--- config.mk ---
export PLATFORM = sky130hd
export DESIGN_NAME = uart_tx_mmio_rv
export DESIGN_NICKNAME = d
export VERILOG_FILES = /design/src/rtl/uart_tx_mmio_rv_pkg.sv /design/src/rtl/uart_tx_mmio_rv_fifo_sync.sv /design/src/rtl/uart_tx_mmio_rv.sv
export SDC_FILE = /design/constraint.sdc
export NUM_CORES = 1
export LEC_CHECK = 0
export ABC_AREA = 1
export ABC_CLOCK_PERIOD_IN_PS = 2650
export BUFFER_PORTS_ARGS = -buffer_cell sky130_fd_sc_hd__clkbuf_2
export CAP_MARGIN = 20
export CELL_PAD_IN_SITES_DETAIL_PLACEMENT = 0
export CELL_PAD_IN_SITES_GLOBAL_PLACEMENT = 2
export CORE_UTILIZATION = 28
export CTS_BUF_LIST = sky130_fd_sc_hd__clkbuf_16
export DETAILED_ROUTE_END_ITERATION = 10
export PLACE_DENSITY = 0.74
export SYNTH_ARGS = -nofsm -noshare
export SYNTH_HDL_FRONTEND = slang
export SYNTH_SLANG_ARGS = --single-unit
--- constraint.sdc ---
create_clock -name iwClk -period 2.65 [get_ports iwClk]
set_input_delay 0.795 -clock iwClk [delete_from_list [all_inputs] [get_ports iwClk]]
set_output_delay 0.795 -clock iwClk [all_outputs]
set_load 0.05 [all_outputs]
--- src/rtl/uart_tx_mmio_rv_pkg.sv ---
// Shared definitions for the memory-mapped UART transmitter:
// register word offsets, STATUS bit positions and serializer state encoding.
package uart_tx_mmio_rv_pkg;

  // Word offsets within the 16-byte register window (address bits [3:2])
  localparam logic [1:0] REG_TXDATA = 2'd0;
  localparam logic [1:0] REG_STATUS = 2'd1;
  localparam logic [1:0] REG_DIV    = 2'd2;

  // STATUS bit positions
  localparam int unsigned STAT_FULL      = 0;
  localparam int unsigned STAT_EMPTY     = 1;
  localparam int unsigned STAT_BUSY      = 2;
  localparam int unsigned STAT_OVERRUN   = 3;
  localparam int unsigned STAT_COUNT_LSB = 4;
  localparam int unsigned STAT_COUNT_W   = 4;

  localparam int unsigned DIV_W = 16;

  typedef enum logic [1:0] {
    TX_IDLE  = 2'd0,
    TX_START = 2'd1,
    TX_DATA  = 2'd2,
    TX_STOP  = 2'd3
  } tx_state_e;

endpackage

--- src/rtl/uart_tx_mmio_rv_fifo_sync.sv ---
// Synchronous FIFO with occupancy count.
// Ports: clk, rst (sync, active-high), push/push_data, pop/pop_data (head,
// valid while !empty), full, empty, count (0..2**DEPTH_LOG2).
// Push while full and pop while empty are ignored internally.
module fifo_sync #(
  parameter int unsigned WIDTH      = 8,
  parameter int unsigned DEPTH_LOG2 = 3
) (
  input  logic                  clk,
  input  logic                  rst,
  input  logic                  push,
  input  logic [WIDTH-1:0]      push_data,
  input  logic                  pop,
  output logic [WIDTH-1:0]      pop_data,
  output logic                  full,
  output logic                  empty,
  output logic [DEPTH_LOG2:0]   count
);

  localparam int unsigned DEPTH = 1 << DEPTH_LOG2;

  logic [WIDTH-1:0]      mem [DEPTH];
  logic [DEPTH_LOG2-1:0] wr_ptr;
  logic [DEPTH_LOG2-1:0] rd_ptr;
  logic                  do_push;
  logic                  do_pop;

  assign full     = (count == (DEPTH_LOG2+1)'(DEPTH));
  assign empty    = (count == '0);
  assign do_push  = push && !full;
  assign do_pop   = pop && !empty;
  assign pop_data = mem[rd_ptr];

  // Storage array carries no reset; only the pointers and count define state
  always_ff @(posedge clk) begin
    if (do_push) mem[wr_ptr] <= push_data;
  end

  always_ff @(posedge clk) begin
    if (rst) begin
      wr_ptr <= '0;
      rd_ptr <= '0;
      count  <= '0;
    end else begin
      if (do_push) wr_ptr <= wr_ptr + DEPTH_LOG2'(1);
      if (do_pop)  rd_ptr <= rd_ptr + DEPTH_LOG2'(1);
      case ({do_push, do_pop})
        2'b10:   count <= count + (DEPTH_LOG2+1)'(1);
        2'b01:   count <= count - (DEPTH_LOG2+1)'(1);
        default: count <= count;
      endcase
    end
  end

endmodule

--- src/rtl/uart_tx_mmio_rv.sv ---
// Memory-mapped 8N1 UART transmitter on the core's data write / read-2 ports.
// Ports: iwClk, iwRst (sync, active-high); iwWriteAddr/iwWriteData/iwWstrb
// store port; iwReadAddr with combinational owReadData/owReadHit;
// owTx registered serial line, idle high.
module uart_tx_mmio_rv
  import uart_tx_mmio_rv_pkg::*;
#(
  parameter logic [31:0] BASE            = 32'h1000_0000,
  parameter logic [15:0] DEFAULT_DIV     = 16'd867,
  parameter int unsigned FIFO_DEPTH_LOG2 = 3
) (
  input  logic        iwClk,
  input  logic        iwRst,
  input  logic [31:0] iwWriteAddr,
  input  logic [31:0] iwWriteData,
  input  logic [3:0]  iwWstrb,
  input  logic [31:0] iwReadAddr,
  output logic [31:0] owReadData,
  output logic        owReadHit,
  output logic        owTx
);

  localparam int unsigned CNT_W = FIFO_DEPTH_LOG2 + 1;

  tx_state_e        state;
  logic [DIV_W-1:0] div;
  logic [DIV_W-1:0] baud_cnt;
  logic [2:0]       bit_idx;
  logic [7:0]       shift;
  logic             overrun;

  logic             wr_hit;
  logic [1:0]       wr_off;
  logic             txdata_wr;
  logic             fifo_push;
  logic             fifo_pop;
  logic [7:0]       fifo_head;
  logic             fifo_full;
  logic             fifo_empty;
  logic [CNT_W-1:0] fifo_count;
  logic [31:0]      status_word;
  logic             unused_bits;

  // Write decode
  assign wr_hit    = (iwWriteAddr[31:4] == BASE[31:4]);
  assign wr_off    = iwWriteAddr[3:2];
  assign txdata_wr = wr_hit && (wr_off == REG_TXDATA) && iwWstrb[0];
  assign fifo_push = txdata_wr && !fifo_full;
  // Head is popped on the IDLE cycle that launches a frame
  assign fifo_pop  = (state == TX_IDLE) && !fifo_empty;

  fifo_sync #(
    .WIDTH      (8),
    .DEPTH_LOG2 (FIFO_DEPTH_LOG2)
  ) u_fifo (
    .clk       (iwClk),
    .rst       (iwRst),
    .push      (fifo_push),
    .push_data (iwWriteData[7:0]),
    .pop       (fifo_pop),
    .pop_data  (fifo_head),
    .full      (fifo_full),
    .empty     (fifo_empty),
    .count     (fifo_count)
  );

  // Control registers: sticky OVERRUN and byte-writable divisor
  always_ff @(posedge iwClk) begin
    if (iwRst) begin
      overrun <= 1'b0;
      div     <= DEFAULT_DIV;
    end else begin
      // Full is judged at the start of the cycle, so a same-cycle pop does not save the byte
      if (txdata_wr && fifo_full) begin
        overrun <= 1'b1;
      end else if (wr_hit && (wr_off == REG_STATUS) && iwWstrb[0] && iwWriteData[STAT_OVERRUN]) begin
        overrun <= 1'b0;
      end
      if (wr_hit && (wr_off == REG_DIV)) begin
        if (iwWstrb[0]) div[7:0]  <= iwWriteData[7:0];
        if (iwWstrb[1]) div[15:8] <= iwWriteData[15:8];
      end
    end
  end

  // Serializer; the baud counter reloads from the live divisor at each bit boundary
  always_ff @(posedge iwClk) begin
    if (iwRst) begin
      state    <= TX_IDLE;
      owTx     <= 1'b1;
      baud_cnt <= '0;
      bit_idx  <= '0;
      shift    <= '0;
    end else begin
      case (state)
        TX_IDLE: begin
          owTx <= 1'b1;
          if (!fifo_empty) begin
            shift    <= fifo_head;
            baud_cnt <= div;
            owTx     <= 1'b0;
            state    <= TX_START;
          end
        end
        TX_START: begin
          if (baud_cnt == '0) begin
            baud_cnt <= div;
            bit_idx  <= '0;
            owTx     <= shift[0];
            state    <= TX_DATA;
          end else begin
            baud_cnt <= baud_cnt - DIV_W'(1);
          end
        end
        TX_DATA: begin
          if (baud_cnt == '0) begin
            baud_cnt <= div;
            if (bit_idx == 3'd7) begin
              owTx  <= 1'b1;
              state <= TX_STOP;
            end else begin
              bit_idx <= bit_idx + 3'd1;
              shift   <= {1'b0, shift[7:1]};
              owTx    <= shift[1];
            end
          end else begin
            baud_cnt <= baud_cnt - DIV_W'(1);
          end
        end
        TX_STOP: begin
          if (baud_cnt == '0) begin
            owTx  <= 1'b1;
            state <= TX_IDLE;
          end else begin
            baud_cnt <= baud_cnt - DIV_W'(1);
          end
        end
        default: begin
          owTx  <= 1'b1;
          state <= TX_IDLE;
        end
      endcase
    end
  end

  // STATUS image
  always_comb begin
    status_word = '0;
    status_word[STAT_FULL]    = fifo_full;
    status_word[STAT_EMPTY]   = fifo_empty;
    status_word[STAT_BUSY]    = (state != TX_IDLE);
    status_word[STAT_OVERRUN] = overrun;
    status_word[STAT_COUNT_LSB +: STAT_COUNT_W] = STAT_COUNT_W'(fifo_count);
  end

  // Same-cycle load path
  assign owReadHit = (iwReadAddr[31:4] == BASE[31:4]);

  always_comb begin
    owReadData = '0;
    if (owReadHit) begin
      case (iwReadAddr[3:2])
        REG_STATUS: owReadData = status_word;
        REG_DIV:    owReadData = {16'h0000, div};
        default:    owReadData = '0;
      endcase
    end
  end

  assign unused_bits = ^{iwWriteAddr[1:0], iwWriteData[31:16], iwWstrb[3:2], iwReadAddr[1:0]};

endmodule
==> results by group <==
Power and ir drop
  – Worst vdd ir: 0.460 mV
  – LEAKAGE: 3.62 nW
  – Power Dens Cells: 928 mW/mm^2
  – Overall Power: 7.90 mW

Yosys
  – Area leader, netlist: edfxtp_1
  – Mapped Area: 0.00643 mm^2
  – Number of flops mapped to enable cells by yosys: 64
  – Unique cell type count in the Yosys netlist: 44
  – Top-area cell type share of the netlist area: 29.9%
  – Yosys reg bits: 124
  – Main synth FF type: edfxtp_1
  – Post-Syn Instances: 806
  – Seq/Total Area, Yosys: 48.6%
  – Post-synth ARST share: 0%
  – Avg Cell Area, Syn: 7.97 um^2
  – Commonest cells in the synthesized netlist: nor2_1 (154), nand2_1 (152), inv_1 (73), edfxtp_1 (64), dfxtp_1 (60)
  – Top post-synthesis cells by area: edfxtp_1 (30%), dfxtp_1 (19%), nor2_1 (9.0%)
  – Count leader, synth: nor2_1
  – YS warnings: 0

Worst setup path
  – FF-to-FF path depth: 13
  – Worst EP arrival: 2.08 ns
  – Crit Path Category: input port to output pin
  – Crit path top cell by count: buf_12
  – Worst R2R End: u_fifo.count[2]
  – CP max stage cell: nor4_1
  – Worst setup SP type: input port
  – Delay-heaviest family, CP: simple AND/OR/NAND/NOR gates
  – Critical Path, Cell by Cell: clkbuf_2 > nor4_1 > nand3_1 > nor2_4 > inv_4 > buf_12 > nor3_4 > buf_12
  – Reg2Reg Setup Slack: 0.46 ns
  – Critical path capture point type: output pin
  – CP max FO: 5
  – Req. time, crit path: 1.86 ns
  – Worst Path Buf+Inv: 4
  – R2R Path Start: state[0]
  – Max stage delay on crit path: 0.29 ns

Clocking
  – Root Buffer: clkbuf_16
  – TritonCTS Buffers: 17
  – Worst skew pair latency: 0.42 ns
  – TritonCTS clock tree: done
  – CTS Sinks: 124
  – CTS Buffer Depth: 2
  – CTS H-tree depth: 4
  – Clock transition at the registers of the reported paths: 0.06 ns

Die
  – Core region area: 0.0226 mm^2
  – Width of the die: 154 um
  – Initial Util: 28.5%
  – Row Count: 55
  – Die area: 0.0236 mm^2
  – Die Y: 154 um
  – I/O pin total: 136

Routing
  – Drt pass-1 iters: 9
  – Post-route ant nets: 0
  – Initial DRC count: 365
  – Wire length per cell: 14.2 um
  – Final routed DRC violation total: 2
  – Via/cell ratio: 4.56
  – Via count: 5608
  – Total wire length: 17400 um

Placement
  – Hpwl dp: 12300 um
  – Placement Setup Slack: -0.312 ns
  – Placed insts: 1197
  – Global placement routability congestion: 0.754
  – Post-place instance area: 0.00778 mm^2
  – # port buffers: 97

STA
  – Final setup viols: 16
  – Tmin final: 2.88 ns
  – Setup TNS: -2.87 ns
  – Slew Limit Fails: 0
  – Skew final: 0.00857 ns
  – Fmax: 0.347 GHz
  – Worst rel slew slack: 56.1%
  – RSZ-0062 raised after global routing: yes
  – Final hold vios: 0
  – Final Cycle Share: 109%
  – Post-route setup slack: -0.228 ns
  – Fin Hold WS: 0.462 ns
  – Worst-Margin Slew: 0.659 ns

Run status
  – Status: finished, violations left
  – Failing checks: design-rule violations, negative setup slack

Global routing
  – Total GRT Usage: 15.5%
  – Largest net degree at the start of global routing: 36
  – Global route overflow: 0
  – First-pass GRT wire length: 28500 um
  – Initial antenna violation count: 0
  – Vias in the first global route: 5516

Layout
  – Layout net count: 1049
  – Layout area overhead: 32.5%
  – Share of cells above drive strength 1: 22.8%
  – Ant. Diodes: 0
  – Filler cells: 2321
  – Sequential cell area: 0.00312 mm^2
  – Multi-input logic area: 0.00304 mm^2
  – Fin util: 37.7%
  – Final cell count without fillers: 1230
  – Fin area: 0.00851 mm^2

Hold path
  – HP Class: flop to flop
  – Worst Min Path Start: bit_idx[0]
  – Hold EP: bit_idx[0]
  – Hold Path Cell Cnt: 2

Job
  – Number of max-cap violations: 0
==> flip-flops by register name, summed over array words and instances (netlist names), named ones only <==
register	flops
baud_cnt	16
bit_idx	3
div	16
overrun	1
owTx	1
shift	8
state	2
u_fifo.count	4
u_fifo.mem	64
u_fifo.rd_ptr	3
u_fifo.wr_ptr	3
==> worst max path at each step <==
stage | startpoint | end | slack, ns | depth (start not counted)
6_report | iwReadAddr[21] | owReadData[11] | -0.23 | 8
5_1_grt | iwReadAddr[5] | owReadData[11] | -0.32 | 8
4_1_cts | iwReadAddr[9] | owReadData[11] | -0.25 | 8
3_5_place_dp | iwReadAddr[9] | owReadData[11] | -0.31 | 8
3_3_place_gp | iwReadAddr[5] | owReadData[11] | -0.33 | 8
2_1_floorplan | iwReadAddr[5] | owReadData[10] | -0.59 | 5
==> report_power, final <==
group          internal, mW  leakage, nW  switching (mW)  total [mW]
combinational          1.06         2.25            1.99        3.04
clock                  1.44        0.303            1.00        2.44
sequential             2.22         1.07           0.191        2.41
total                  4.73         3.62            3.18        7.90
==> worst reg2reg max path, cell delays in order, from the launching register on <==
cell and delay, ns:
dfxtp_1 0.36, inv_1 0.09, ha_1 0.33, nand2_1 0.15, clkinv_1 0.13, ha_2 0.22
nand2_1 0.07, inv_1 0.05, nor2_1 0.14, ha_1 0.16, a21oi_1 0.05, xnor2_1 0.13
o21ai_0 0.15, inv_1 0.05
==> routing by layer <==
metal	routed length [um]	GRT usage (%)	part of all wire, %	vias to the layer above
met5	0	0	0	-
met4	116	4.43	0.66	0
met3	733	3.27	4.2	10
met2	8310	26.5	48	120
met1	8290	19.7	48	2561
li1	-	-	-	2917
==> cell usage in the layout (no fill, tap or decap), types with 2 or more instances in the layout <==
cell type / n
nor4_2: 4
nand4_1: 14
clkbuf_2: 78
o21ai_2: 5
inv_2: 3
nor3_4: 6
buf_12: 20
xor2_1: 7
inv_8: 6
a21oi_1: 39
ha_1: 14
bufinv_16: 2
nor2_2: 2
inv_1: 72
buf_4: 34
edfxtp_1: 64
clkbuf_16: 17
buf_6: 3
a21oi_4: 7
o21ai_1: 4
inv_4: 2
xnor2_1: 4
o211ai_1: 13
nand4_2: 2
inv_6: 4
nor3_1: 10
nor2_1: 150
or2_2: 2
nor4_1: 2
o21ai_0: 51
nand3_1: 39
conb_1: 16
nand2_1: 152
o22ai_1: 9
nand3_2: 2
nor2_4: 6
dfxtp_1: 60
a22oi_1: 3
==> final cells by class <==
class                      instances  area share (%)
inverter                          78            3.50
clock buffer                      17            5.00
multi-input combinational        576            35.7
clock inverter                    15            2.29
tap                              285            4.19
timing repair buffer             135            12.7
sequential                       124            36.7
==> repair_timing <==
action	4_1_cts	5_1_grt
hold buffers	0	0
gates resized for setup	12	8
setup buffers	0	1
pin swaps	3	5
setup endpoints to repair	17	17
==> cell families (layout without fill, tap and decap cells) <==
group / Yosys count / after routing / share of synthesized area [%]
fa+ha+maj: 15 / 15 / 2.92
simple gates: 397 / 397 / 26.3
other cells: 1 / 16 / 0.0583
flops: 124 / 124 / 48.6
buf+inv: 121 / 245 / 8.45
xor+xnor: 11 / 11 / 1.50
compound gates: 137 / 137 / 12.2
No activity file was read; power rests on OpenSTA's default activity.
